### config.mk
export PLATFORM = sky130hd
export DESIGN_NAME = pmc_dc_init_flat
export DESIGN_NICKNAME = d
export VERILOG_FILES = /design/src/rtl/pmc_dc_init_pkg.sv /design/src/rtl/pmc_dc_pkg.sv /design/src/rtl/pmc_dc_init_if.sv /design/src/rtl/pmc_dc_init_timer.sv /design/src/rtl/pmc_dc_init.sv /design/src/flat_wrapper.sv
export SDC_FILE = /design/constraint.sdc
export NUM_CORES = 1
export LEC_CHECK = 0
export ABC_CLOCK_PERIOD_IN_PS = 2400
export CAP_MARGIN = 20
export CORE_MARGIN = 1
export CORE_UTILIZATION = 40
export DETAILED_ROUTE_END_ITERATION = 10
export PLACE_DENSITY = 0.79
export SYNTH_ARGS = -nofsm -noshare
export SYNTH_HDL_FRONTEND = slang
export SYNTH_SLANG_ARGS = --single-unit
### constraint.sdc
create_clock -name clk -period 2.4 [get_ports clk]
set_clock_uncertainty 0.2 [all_clocks]
set_input_delay 0.24 -clock clk [delete_from_list [all_inputs] [get_ports clk]]
set_output_delay 0.24 -clock clk [all_outputs]
set_load 0.005 [all_outputs]
### src/rtl/pmc_dc_init_pkg.sv
// Shared types and constants for the PMC digital-config bus initiator.
package pmc_dc_init_pkg;

  typedef enum logic [2:0] {
    ST_IDLE   = 3'd0,
    ST_WR_REQ = 3'd1,
    ST_WR_RSP = 3'd2,
    ST_RD_REQ = 3'd3,
    ST_RD_RSP = 3'd4,
    ST_FINISH = 3'd5
  } pmc_dc_init_state_t;

  localparam logic [3:0] PMC_DC_INIT_BE_ALL = 4'hF;

  // Attempts can reach 8 with the largest retry setting; the 3-bit report saturates.
  function automatic logic [2:0] sat_attempts(input logic [3:0] cnt);
    logic [2:0] res;
    if (cnt > 4'd7) begin
      res = 3'd7;
    end else begin
      res = cnt[2:0];
    end
    return res;
  endfunction

endpackage

### src/rtl/pmc_dc_pkg.sv
// Register map of the PMC digital-config slave, shared with every initiator
// that programs it.
package pmc_dc_pkg;

  localparam logic [31:0] PMC_DC_REG_0 = 32'h0000_0000;

endpackage

### src/rtl/pmc_dc_init_if.sv
// Ibex-style data bus: one request/grant channel plus a response channel.
interface ibex_data_bus;

  logic        req;
  logic        gnt;
  logic        rvalid;
  logic        we;
  logic        err;
  logic [3:0]  be;
  logic [31:0] addr;
  logic [31:0] wdata;
  logic [31:0] rdata;

  modport master (
    output req, we, be, addr, wdata,
    input  gnt, rvalid, rdata, err
  );

  modport slave (
    input  req, we, be, addr, wdata,
    output gnt, rvalid, rdata, err
  );

endinterface

### src/rtl/pmc_dc_init_timer.sv
// Clearable saturating 16-bit down-counter; expired is high while the count is zero.
module pmc_dc_init_timer (
  input  logic        clk,
  input  logic        rst_n,
  input  logic        load,
  input  logic        en,
  input  logic [15:0] load_val,
  output logic        expired
);

  logic [15:0] cnt_r;

  // Reload on request, otherwise count down and stick at zero.
  always_ff @(posedge clk or negedge rst_n) begin
    if (!rst_n) begin
      cnt_r <= 16'd0;
    end else if (load) begin
      cnt_r <= load_val;
    end else if (en && (cnt_r != 16'd0)) begin
      cnt_r <= cnt_r - 16'd1;
    end else begin
      cnt_r <= cnt_r;
    end
  end

  assign expired = (cnt_r == 16'd0);

endmodule

### src/rtl/pmc_dc_init.sv
// Boot-time initiator: writes the PMC digital-config word, reads it back,
// retries on mismatch or bus error and reports pass/fail.
module pmc_dc_init
  import pmc_dc_init_pkg::*;
  import pmc_dc_pkg::*;
#(
  parameter logic [31:0] BASE_ADDR      = PMC_DC_REG_0,
  parameter int unsigned MAX_RETRIES    = 3,
  parameter int unsigned TIMEOUT_CYCLES = 255
) (
  input  logic               clk,
  input  logic               rst_n,
  ibex_data_bus.master       data_bus,
  input  logic               start,
  input  logic [31:0]        cfg_wdata,
  output logic               busy,
  output logic               done,
  output logic               fail,
  output logic [31:0]        readback,
  output logic [2:0]         attempts
);

  localparam logic [2:0]  S_IDLE       = ST_IDLE;
  localparam logic [2:0]  S_WR_REQ     = ST_WR_REQ;
  localparam logic [2:0]  S_WR_RSP     = ST_WR_RSP;
  localparam logic [2:0]  S_RD_REQ     = ST_RD_REQ;
  localparam logic [2:0]  S_RD_RSP     = ST_RD_RSP;
  localparam logic [2:0]  S_FINISH     = ST_FINISH;
  localparam logic [3:0]  LAST_ATTEMPT = 4'(MAX_RETRIES + 1);
  // Loaded on state entry so the counter hits zero in the TIMEOUT_CYCLES-th cycle.
  localparam logic [15:0] TMO_LOAD     = 16'(TIMEOUT_CYCLES - 1);

  logic [2:0]  state_r, state_nxt_s;
  logic [3:0]  attempt_cnt_r;
  logic [31:0] word_r;
  logic        req_r, we_r, busy_r, done_r, fail_r;
  logic [3:0]  be_r;
  logic [31:0] addr_r, readback_r;
  logic [2:0]  attempts_r;
  logic        fail_s, retry_s, bad_s, accept_s, issue_s, active_s;
  logic        tmo_load_s, tmo_expired_s;

  pmc_dc_init_timer u_timer (
    .clk      (clk),
    .rst_n    (rst_n),
    .load     (tmo_load_s),
    .en       (active_s),
    .load_val (TMO_LOAD),
    .expired  (tmo_expired_s)
  );

  // Next-state decode; gnt/rvalid take priority over an expiring timeout.
  always_comb begin
    state_nxt_s = state_r;
    fail_s      = 1'b0;
    retry_s     = 1'b0;
    bad_s       = 1'b0;
    case (state_r)
      S_IDLE: begin
        if (start) state_nxt_s = S_WR_REQ;
        else       state_nxt_s = S_IDLE;
      end
      S_WR_REQ, S_RD_REQ: begin
        if (data_bus.gnt) begin
          state_nxt_s = (state_r == S_WR_REQ) ? S_WR_RSP : S_RD_RSP;
        end else if (tmo_expired_s) begin
          state_nxt_s = S_FINISH;
          fail_s      = 1'b1;
        end else begin
          state_nxt_s = state_r;
        end
      end
      S_WR_RSP: begin
        if (data_bus.rvalid) begin
          if (data_bus.err) bad_s = 1'b1;
          else              state_nxt_s = S_RD_REQ;
        end else if (tmo_expired_s) begin
          state_nxt_s = S_FINISH;
          fail_s      = 1'b1;
        end else begin
          state_nxt_s = S_WR_RSP;
        end
      end
      S_RD_RSP: begin
        if (data_bus.rvalid) begin
          if (!data_bus.err && (data_bus.rdata == word_r)) state_nxt_s = S_FINISH;
          else                                              bad_s = 1'b1;
        end else if (tmo_expired_s) begin
          state_nxt_s = S_FINISH;
          fail_s      = 1'b1;
        end else begin
          state_nxt_s = S_RD_RSP;
        end
      end
      S_FINISH: state_nxt_s = S_IDLE;
      default:  state_nxt_s = S_IDLE;
    endcase
    if (bad_s) begin
      if (attempt_cnt_r < LAST_ATTEMPT) begin
        state_nxt_s = S_WR_REQ;
        retry_s     = 1'b1;
      end else begin
        state_nxt_s = S_FINISH;
        fail_s      = 1'b1;
      end
    end else begin
      retry_s = 1'b0;
    end
  end

  assign accept_s   = (state_r == S_IDLE) && start;
  assign issue_s    = (state_nxt_s == S_WR_REQ) || (state_nxt_s == S_RD_REQ);
  assign active_s   = (state_r == S_WR_REQ) || (state_r == S_WR_RSP) ||
                      (state_r == S_RD_REQ) || (state_r == S_RD_RSP);
  assign tmo_load_s = (state_nxt_s != state_r);

  // Sequencer state, attempt counter and latched config word.
  always_ff @(posedge clk or negedge rst_n) begin
    if (!rst_n) begin
      state_r       <= S_IDLE;
      attempt_cnt_r <= 4'd0;
      word_r        <= 32'h0000_0000;
    end else begin
      state_r <= state_nxt_s;
      if (accept_s) begin
        attempt_cnt_r <= 4'd1;
        word_r        <= cfg_wdata;
      end else if (retry_s) begin
        attempt_cnt_r <= attempt_cnt_r + 4'd1;
      end
    end
  end

  // Bus request signals, registered from the upcoming state.
  always_ff @(posedge clk or negedge rst_n) begin
    if (!rst_n) begin
      req_r  <= 1'b0;
      we_r   <= 1'b0;
      be_r   <= 4'h0;
      addr_r <= 32'h0000_0000;
    end else begin
      req_r <= issue_s;
      we_r  <= (state_nxt_s == S_WR_REQ);
      be_r  <= issue_s ? PMC_DC_INIT_BE_ALL : 4'h0;
      if (issue_s) addr_r <= BASE_ADDR;
    end
  end

  // Status outputs and read-back capture.
  always_ff @(posedge clk or negedge rst_n) begin
    if (!rst_n) begin
      busy_r     <= 1'b0;
      done_r     <= 1'b0;
      fail_r     <= 1'b0;
      readback_r <= 32'h0000_0000;
      attempts_r <= 3'd0;
    end else begin
      busy_r <= (state_nxt_s != S_IDLE) && (state_nxt_s != S_FINISH);
      done_r <= (state_nxt_s == S_FINISH);
      fail_r <= (state_nxt_s == S_FINISH) && fail_s;
      if ((state_r == S_RD_RSP) && data_bus.rvalid) readback_r <= data_bus.rdata;
      if (state_nxt_s == S_FINISH) attempts_r <= sat_attempts(attempt_cnt_r);
    end
  end

  assign data_bus.req   = req_r;
  assign data_bus.we    = we_r;
  assign data_bus.be    = be_r;
  assign data_bus.addr  = addr_r;
  assign data_bus.wdata = word_r;
  assign busy           = busy_r;
  assign done           = done_r;
  assign fail           = fail_r;
  assign readback       = readback_r;
  assign attempts       = attempts_r;

endmodule

### src/flat_wrapper.sv
// flat-port wrapper written by rule: the top's interface ports become plain ports
module pmc_dc_init_flat import pmc_dc_init_pkg::*; import pmc_dc_pkg::*;
#(
  parameter logic [31:0] BASE_ADDR      = PMC_DC_REG_0,
  parameter int unsigned MAX_RETRIES    = 3,
  parameter int unsigned TIMEOUT_CYCLES = 255
)
  (clk, rst_n, start, cfg_wdata, busy, done, fail, readback, attempts, data_bus_req, data_bus_we, data_bus_be, data_bus_addr, data_bus_wdata, data_bus_gnt, data_bus_rvalid, data_bus_rdata, data_bus_err);
  ibex_data_bus data_bus_i ();
  input  logic clk;
  input  logic rst_n;
  input  logic start;
  input  logic [31:0] cfg_wdata;
  output logic busy;
  output logic done;
  output logic fail;
  output logic [31:0] readback;
  output logic [2:0] attempts;
  output wire logic [$bits(data_bus_i.req)-1:0] data_bus_req;
  output wire logic [$bits(data_bus_i.we)-1:0] data_bus_we;
  output wire logic [$bits(data_bus_i.be)-1:0] data_bus_be;
  output wire logic [$bits(data_bus_i.addr)-1:0] data_bus_addr;
  output wire logic [$bits(data_bus_i.wdata)-1:0] data_bus_wdata;
  input wire logic [$bits(data_bus_i.gnt)-1:0] data_bus_gnt;
  input wire logic [$bits(data_bus_i.rvalid)-1:0] data_bus_rvalid;
  input wire logic [$bits(data_bus_i.rdata)-1:0] data_bus_rdata;
  input wire logic [$bits(data_bus_i.err)-1:0] data_bus_err;
  assign data_bus_req = data_bus_i.req;
  assign data_bus_we = data_bus_i.we;
  assign data_bus_be = data_bus_i.be;
  assign data_bus_addr = data_bus_i.addr;
  assign data_bus_wdata = data_bus_i.wdata;
  assign data_bus_i.gnt = data_bus_gnt;
  assign data_bus_i.rvalid = data_bus_rvalid;
  assign data_bus_i.rdata = data_bus_rdata;
  assign data_bus_i.err = data_bus_err;
  pmc_dc_init #(.BASE_ADDR(BASE_ADDR), .MAX_RETRIES(MAX_RETRIES), .TIMEOUT_CYCLES(TIMEOUT_CYCLES)) u_core (.clk(clk), .rst_n(rst_n), .data_bus(data_bus_i), .start(start), .cfg_wdata(cfg_wdata), .busy(busy), .done(done), .fail(fail), .readback(readback), .attempts(attempts));
endmodule
After elaboration in Yosys (flattened, before gate mapping)
Index checks and enable logic that the tools add are counted.
{"block": "op_classes", "add_sub_neg": 2, "n_eq_ne": 10, "order_cmp": 2, "n_reduce_logical": 19, "mux": 32}
{"cell": "$mux W3", "n": 11}
{"cell": "$eq A32 B32 Y1", "n": 1}
{"cell": "$mux W16", "n": 2}
{"cell": "$logic_not A16 Y1", "n": 1}
{"cell": "$reduce_bool A16 Y1", "n": 1}
{"cell": "$sub A16 B1 Y16 const B", "n": 1}
{"cell": "$mux W1", "n": 13}
{"cell": "$mux W4", "n": 3}
{"cell": "$pmux W3 S4", "n": 1}
{"cell": "$eq A3 B2 Y1 const B", "n": 3}
{"cell": "$eq A3 B1 Y1 const B", "n": 2}
{"cell": "$eq A3 B3 Y1 const B", "n": 2}
{"cell": "$logic_and A1 B1 Y1", "n": 6}
{"cell": "$add A4 B1 Y4 const B", "n": 1}
{"cell": "$gt A4 B3 Y1 const B", "n": 1}
{"cell": "$logic_or A1 B1 Y1", "n": 4}
{"cell": "$lt A4 B3 Y1 const B", "n": 1}
{"cell": "$pmux W1 S2", "n": 2}
{"cell": "$reduce_bool A2 Y1", "n": 2}
{"cell": "$reduce_or A2 Y1", "n": 2}
{"cell": "$logic_not A3 Y1", "n": 1}
{"cell": "$ne A3 B3 Y1", "n": 1}
{"cell": "$ne A3 B3 Y1 const B", "n": 1}
{"cell": "$reduce_bool A3 Y1", "n": 1}
{"cell": "$logic_not A1 Y1", "n": 1}
{"block": "word_totals", "in_bits": 70, "register_bits": 99, "output_inout_bits": 108}

Depth between registers and ports, before layout
{"block": "depth", "depth_word": 9, "depth_mapped": 10, "mapped_depth_nobuf": 9}

Cells and area by module
From an unflattened synthesis, not the netlist that was laid out.
{"block": "unflattened", "hier_cells": 425, "area_unflattened_um2": 4898.4}
{"mod": "pmc_dc_init", "seq_area_each_um2": 1976.9, "instances": 1, "area_each_um2": 3834.9, "cells_per_inst": 301}
{"mod": "pmc_dc_init_timer", "seq_area_each_um2": 400.4, "instances": 1, "area_each_um2": 1063.5, "cells_per_inst": 124}

Worst setup path before layout
Ideal clock, no wire load.
{"block": "synth_timing", "path_type": "reg2reg", "start": "register u_core.u_timer.cnt_r[11]", "end": "register u_core.u_timer.cnt_r[6]", "slack_ns": -0.157, "required_ns": 2.126, "path_buffers": 1, "path_stages_with_launch": 9, "arrival_time_ns": 2.282, "path_cell_list": "dfrtp_1 -> or4_4 -> nor4_4 -> a21oi_1 -> nor3_2 -> a21oi_2 -> o221ai_4 -> buf_6 -> nand3b_1"}
{"block": "synth_via", "elab_chain_cells": 7, "word_cells_on_any_way": 14}
{"element": "from (decl)", "line_no": "pmc_dc_init_timer.sv:11", "source": "logic [15:0] cnt_r;"}
{"element": "from (signal assigned)", "line_no": "pmc_dc_init_timer.sv:18", "source": "cnt_r <= load_val;"}
{"element": "from (signal assigned)", "line_no": "pmc_dc_init_timer.sv:20", "source": "cnt_r <= cnt_r - 16'd1;"}
{"element": "from (signal assigned)", "line_no": "pmc_dc_init_timer.sv:22", "source": "cnt_r <= cnt_r;"}
{"element": "$logic_not A16 Y1", "line_no": "pmc_dc_init_timer.sv:26", "source": "assign expired = (cnt_r == 16'd0);"}
{"element": "$mux W1, or another cell as far along", "line_no": "pmc_dc_init.sv:88", "source": "end else if (tmo_expired_s) begin"}
{"element": "$mux W3 (on tied branches)", "line_no": "pmc_dc_init.sv:85, pmc_dc_init.sv:64, pmc_dc_init.sv:74"}
{"element": "$pmux W3 S4", "line_no": "pmc_dc_init.sv:58", "source": "case (state_r)"}
{"element": "$mux W3", "line_no": "pmc_dc_init.sv:98", "source": "if (bad_s) begin"}
{"element": "$ne A3 B3 Y1", "line_no": "pmc_dc_init.sv:115", "source": "assign tmo_load_s = (state_nxt_s != state_r);"}
{"element": "$mux W16 / $reduce_bool A2 Y1 (equally long branches)"}
Parallel ways exist; a longest one is shown, timed or not.
A chain may end at the register's enable or synchronous reset.

Final worst setup path
{"block": "layout_timing", "start": "register u_core.u_timer.cnt_r[13]", "end": "register u_core.u_timer.cnt_r[11]"}
The elaborated chain is that of the path after synthesis.

==> metrics.cfg <==
[die]
core_area_mm2 = 0.01137
io_pins = 178
die_area_mm2 = 0.01206
row_count = 39
dieWidth_um = 109.8
start_util = 0.4090
chipHeight_um = 109.8

[synth]
synth_cell_type_count = 50
syn_inst = 381
synth-simple-area-share = 0.1006
synth_compound_area_frac = 0.04896
ys.warnings.count = 0
synth.mux.area_fraction = 0.1638
synth_top_family_by_area = multiplexers
synth_ff_type = dfrtp_1
synth_largest_area_cell = dfrtp_1
synthesis.area_mm2 = 0.004651
synth_xor_area_frac = 0.09040
syn_area_per_cell_um2 = 12.21
yosys.area_share.adder = 0.008071
ys_ff_latch = 95
async_flop_share = 1.000
synth_top_area_share = 0.5112
synth_area_leaders = dfrtp_1 (51%), mux2_2 (16%), xor2_1 (6.4%)
yosysSeqAreaShare = 0.5112
synth_edf_count = 0

[finish]
final_common_cell = clkdlybuf4s50_1
final_util = 0.6523
antennaDiodeCount = 0
syn2layout_area_growth_pct = 59.46
layout.nets = 670
stdcell_area_mm2 = 0.007416
num-fill-cells = 813
layout_common_cells = clkdlybuf4s50_1 (144), dfrtp_1 (94), mux2_2 (64), buf_4 (60), conb_1 (32)
drive_above_1_share = 0.3488

[sta]
finalSetupViolCount = 27
period_needed_ns = 2.673
fmaxAchievable_mhz = 374.1
hold_viol_final = 0
worstMarginPinSlew_ns = 0.5320
rsz0062_at_grt = yes
relSlewSlack = 0.6453
finalCritPeriodShare = 1.114
drv_slew = 0
setup_ws_ns = -0.2727

[worst_setup_path]
required_ns = 2.43
crit_path_start = u_core.u_timer.cnt_r[13]
r2r-start = u_core.u_timer.cnt_r[13]
cpMostUsedCell = buf_6
crit_path_max_fanout = 5
rrSetupSlack_ns = -0.27
cp_slowest_cell = or4_4
critical_path.endpoint = u_core.u_timer.cnt_r[11]
crit_type = reg2reg
worstPathArrival_ns = 2.70
critPathMaxStageDelay_ns = 0.56
cp-end-kind = register
start_kind = register
rr_endpoint = u_core.u_timer.cnt_r[11]
cp_cell_sequence = or4_4 > nor4_4 > buf_6 > a41oi_2 > o22ai_2 > a21oi_4 > o221ai_4 > buf_6 > nor2_1
r2r_cells = 9

[place]
io_buffers = 145
dpl.hpwl_mm = 8.911
preCtsSetupSlack_ns = -0.6139
dpl_cell_area_mm2 = 0.006583
gp_congestion = 0.9300

[detailed_routing]
vias_per_cell = 5.012
vias = 3734
detail_route.wirelength_mm = 13.39
ant_nets = 0
drt_iter0_markers = 131
drt-pass1-iter-count = 4
route.detailed.drc = 0
wire_per_inst_um = 17.98

[global_routing]
grt_max_degree = 42
grt-ovfl-total = 0
antenna_found_initial = 0
grt_pass1_vias = 3984
grt_pass1_wl_mm = 20.44
grtUsageTotal = 0.2296

[run_status]
status = complete, but fails checks
violations = setup timing

[cts]
clockRootBuffer = clkbuf_16
cts_max_level = 3
clock_latency_ns = 0.34
clockBufferDepth = 2
cts_tree = done
clock_sinks = 95
clkSlewWorstSetupHoldPaths_ns = 0.07
cts_buffers = 9

[job]
cap_violations = 0

[power_and_ir_drop]
power.leakage_nw = 3.183
seqPwrFrac = 0.306
power_mw = 9.129
swShare = 0.3252
combPwrFrac = 0.509
ir_drop_v = 0.0006914
p_per_area_mw_per_mm2 = 1231
p_sw_mw = 2.969
power_frac_clock = 0.184
intPower_mw = 6.160

[worst_hold_path]
min_path_type = in2async

[cell usage after synthesis (2+ instances only)]
| master | n |
|---|---|
| o21ai_0 | 4 |
| a211oi_1 | 2 |
| or3b_2 | 2 |
| nor2_1 | 20 |
| nand4b_1 | 3 |
| nor2b_1 | 7 |
| nand4_1 | 2 |
| xnor2_1 | 14 |
| nand2b_1 | 7 |
| mux2i_1 | 3 |
| inv_1 | 9 |
| nand2_1 | 10 |
| o22ai_1 | 3 |
| clkbuf_1 | 5 |
| xor2_1 | 34 |
| buf_1 | 4 |
| nor3_1 | 5 |
| buf_4 | 36 |
| a21oi_1 | 9 |
| dfrtp_1 | 95 |
| or3_1 | 2 |
| nor4_1 | 11 |
| mux2_2 | 65 |
| ha_1 | 3 |
[what timing repair did]
action,4_1_cts,5_1_grt
hold buffers,1,0
cloned,1,0
gates resized for setup,40,34
endpoints found under the setup margin,30,30
hold endpoints to repair,35,0
setup buffers,10,5
pin swaps,22,23
[kinds of logic after synthesis]
logic type,after synthesis
AND/OR/NAND/NOR,80
adder cells (fa/ha/maj),3
AO/OA/AOI/OAI,30
other,1
multiplexers,68
flip-flops,95
XOR/XNOR,48
buffers and inverters,56
[critical path, delay by kind of cell, from the launching register on]
family | cells | cell delay [ns]
AO/OA/AOI/OAI | 4 | 0.74
flip-flops | 1 | 0.38
buffers and inverters | 2 | 0.35
AND/OR/NAND/NOR | 3 | 0.89
[state kept, by name, indices dropped and copies added (netlist names)]
register	count
u_core.done	1
u_core.attempts	3
u_core.busy	1
u_core.readback	32
u_core.u_timer.cnt_r	16
u_core.state_r	3
u_core.data_bus.wdata	32
u_core.data_bus.be	1
u_core.attempt_cnt_r	4
u_core.fail	1
u_core.data_bus.we	1
[final cells by class]
type,count,area [um^2],area share
sequential,95,2379,0.3207
clock inverter,6,115.1,0.01552
timing repair buffer,220,2097,0.2828
inverter,9,33.78,0.004555
tap,143,178.9,0.02413
multi-input combinational,262,2374,0.3201
clock buffer,10,239.0,0.03223
[power by group through the flow]
stage	clock network [mW]	logic, mW	registers (mW)
after global routing	1.77	4.98	2.88
after detailed placement	0	3.93	2.79
after floorplan	0	1.65	2.77
after CTS	1.71	4.34	2.79
final	1.68	4.65	2.80
after global placement	0	3.84	2.78
[worst min path at each step]
stage	startpoint	endpoint	slack [ns]	cells after the start
2_1_floorplan	rst_n	u_core.attempt_cnt_r[0]	-0.26	0
3_3_place_gp	rst_n	u_core.attempts[1]	0.04	1
3_5_place_dp	rst_n	u_core.attempts[0]	0.04	1
4_1_cts	rst_n	u_core.attempts[1]	0.23	2
5_1_grt	rst_n	u_core.attempts[0]	0.26	2
6_report	rst_n	u_core.attempts[1]	0.22	2
[metal layers]
layer	share of wire	vias to the layer above	track usage
li1	-	1694	-
met1	0.36	1810	0.2461
met2	0.51	195	0.3955
met3	0.098	35	0.08951
met4	0.029	0	0.1086
met5	0	-	0
[metrics by stage]
step	std cells	hold slack, ns	TNS, ns
finish	745	0.2226	-5.498
global route	745	0.2591	-7.290
global placement	714	0.04362	-14.33
detailed placement	714	0.04380	-15.17
CTS	742	0.2345	-4.523
floorplan	412	-0.2556	-2.089
(Power assumes the default switching activity.)
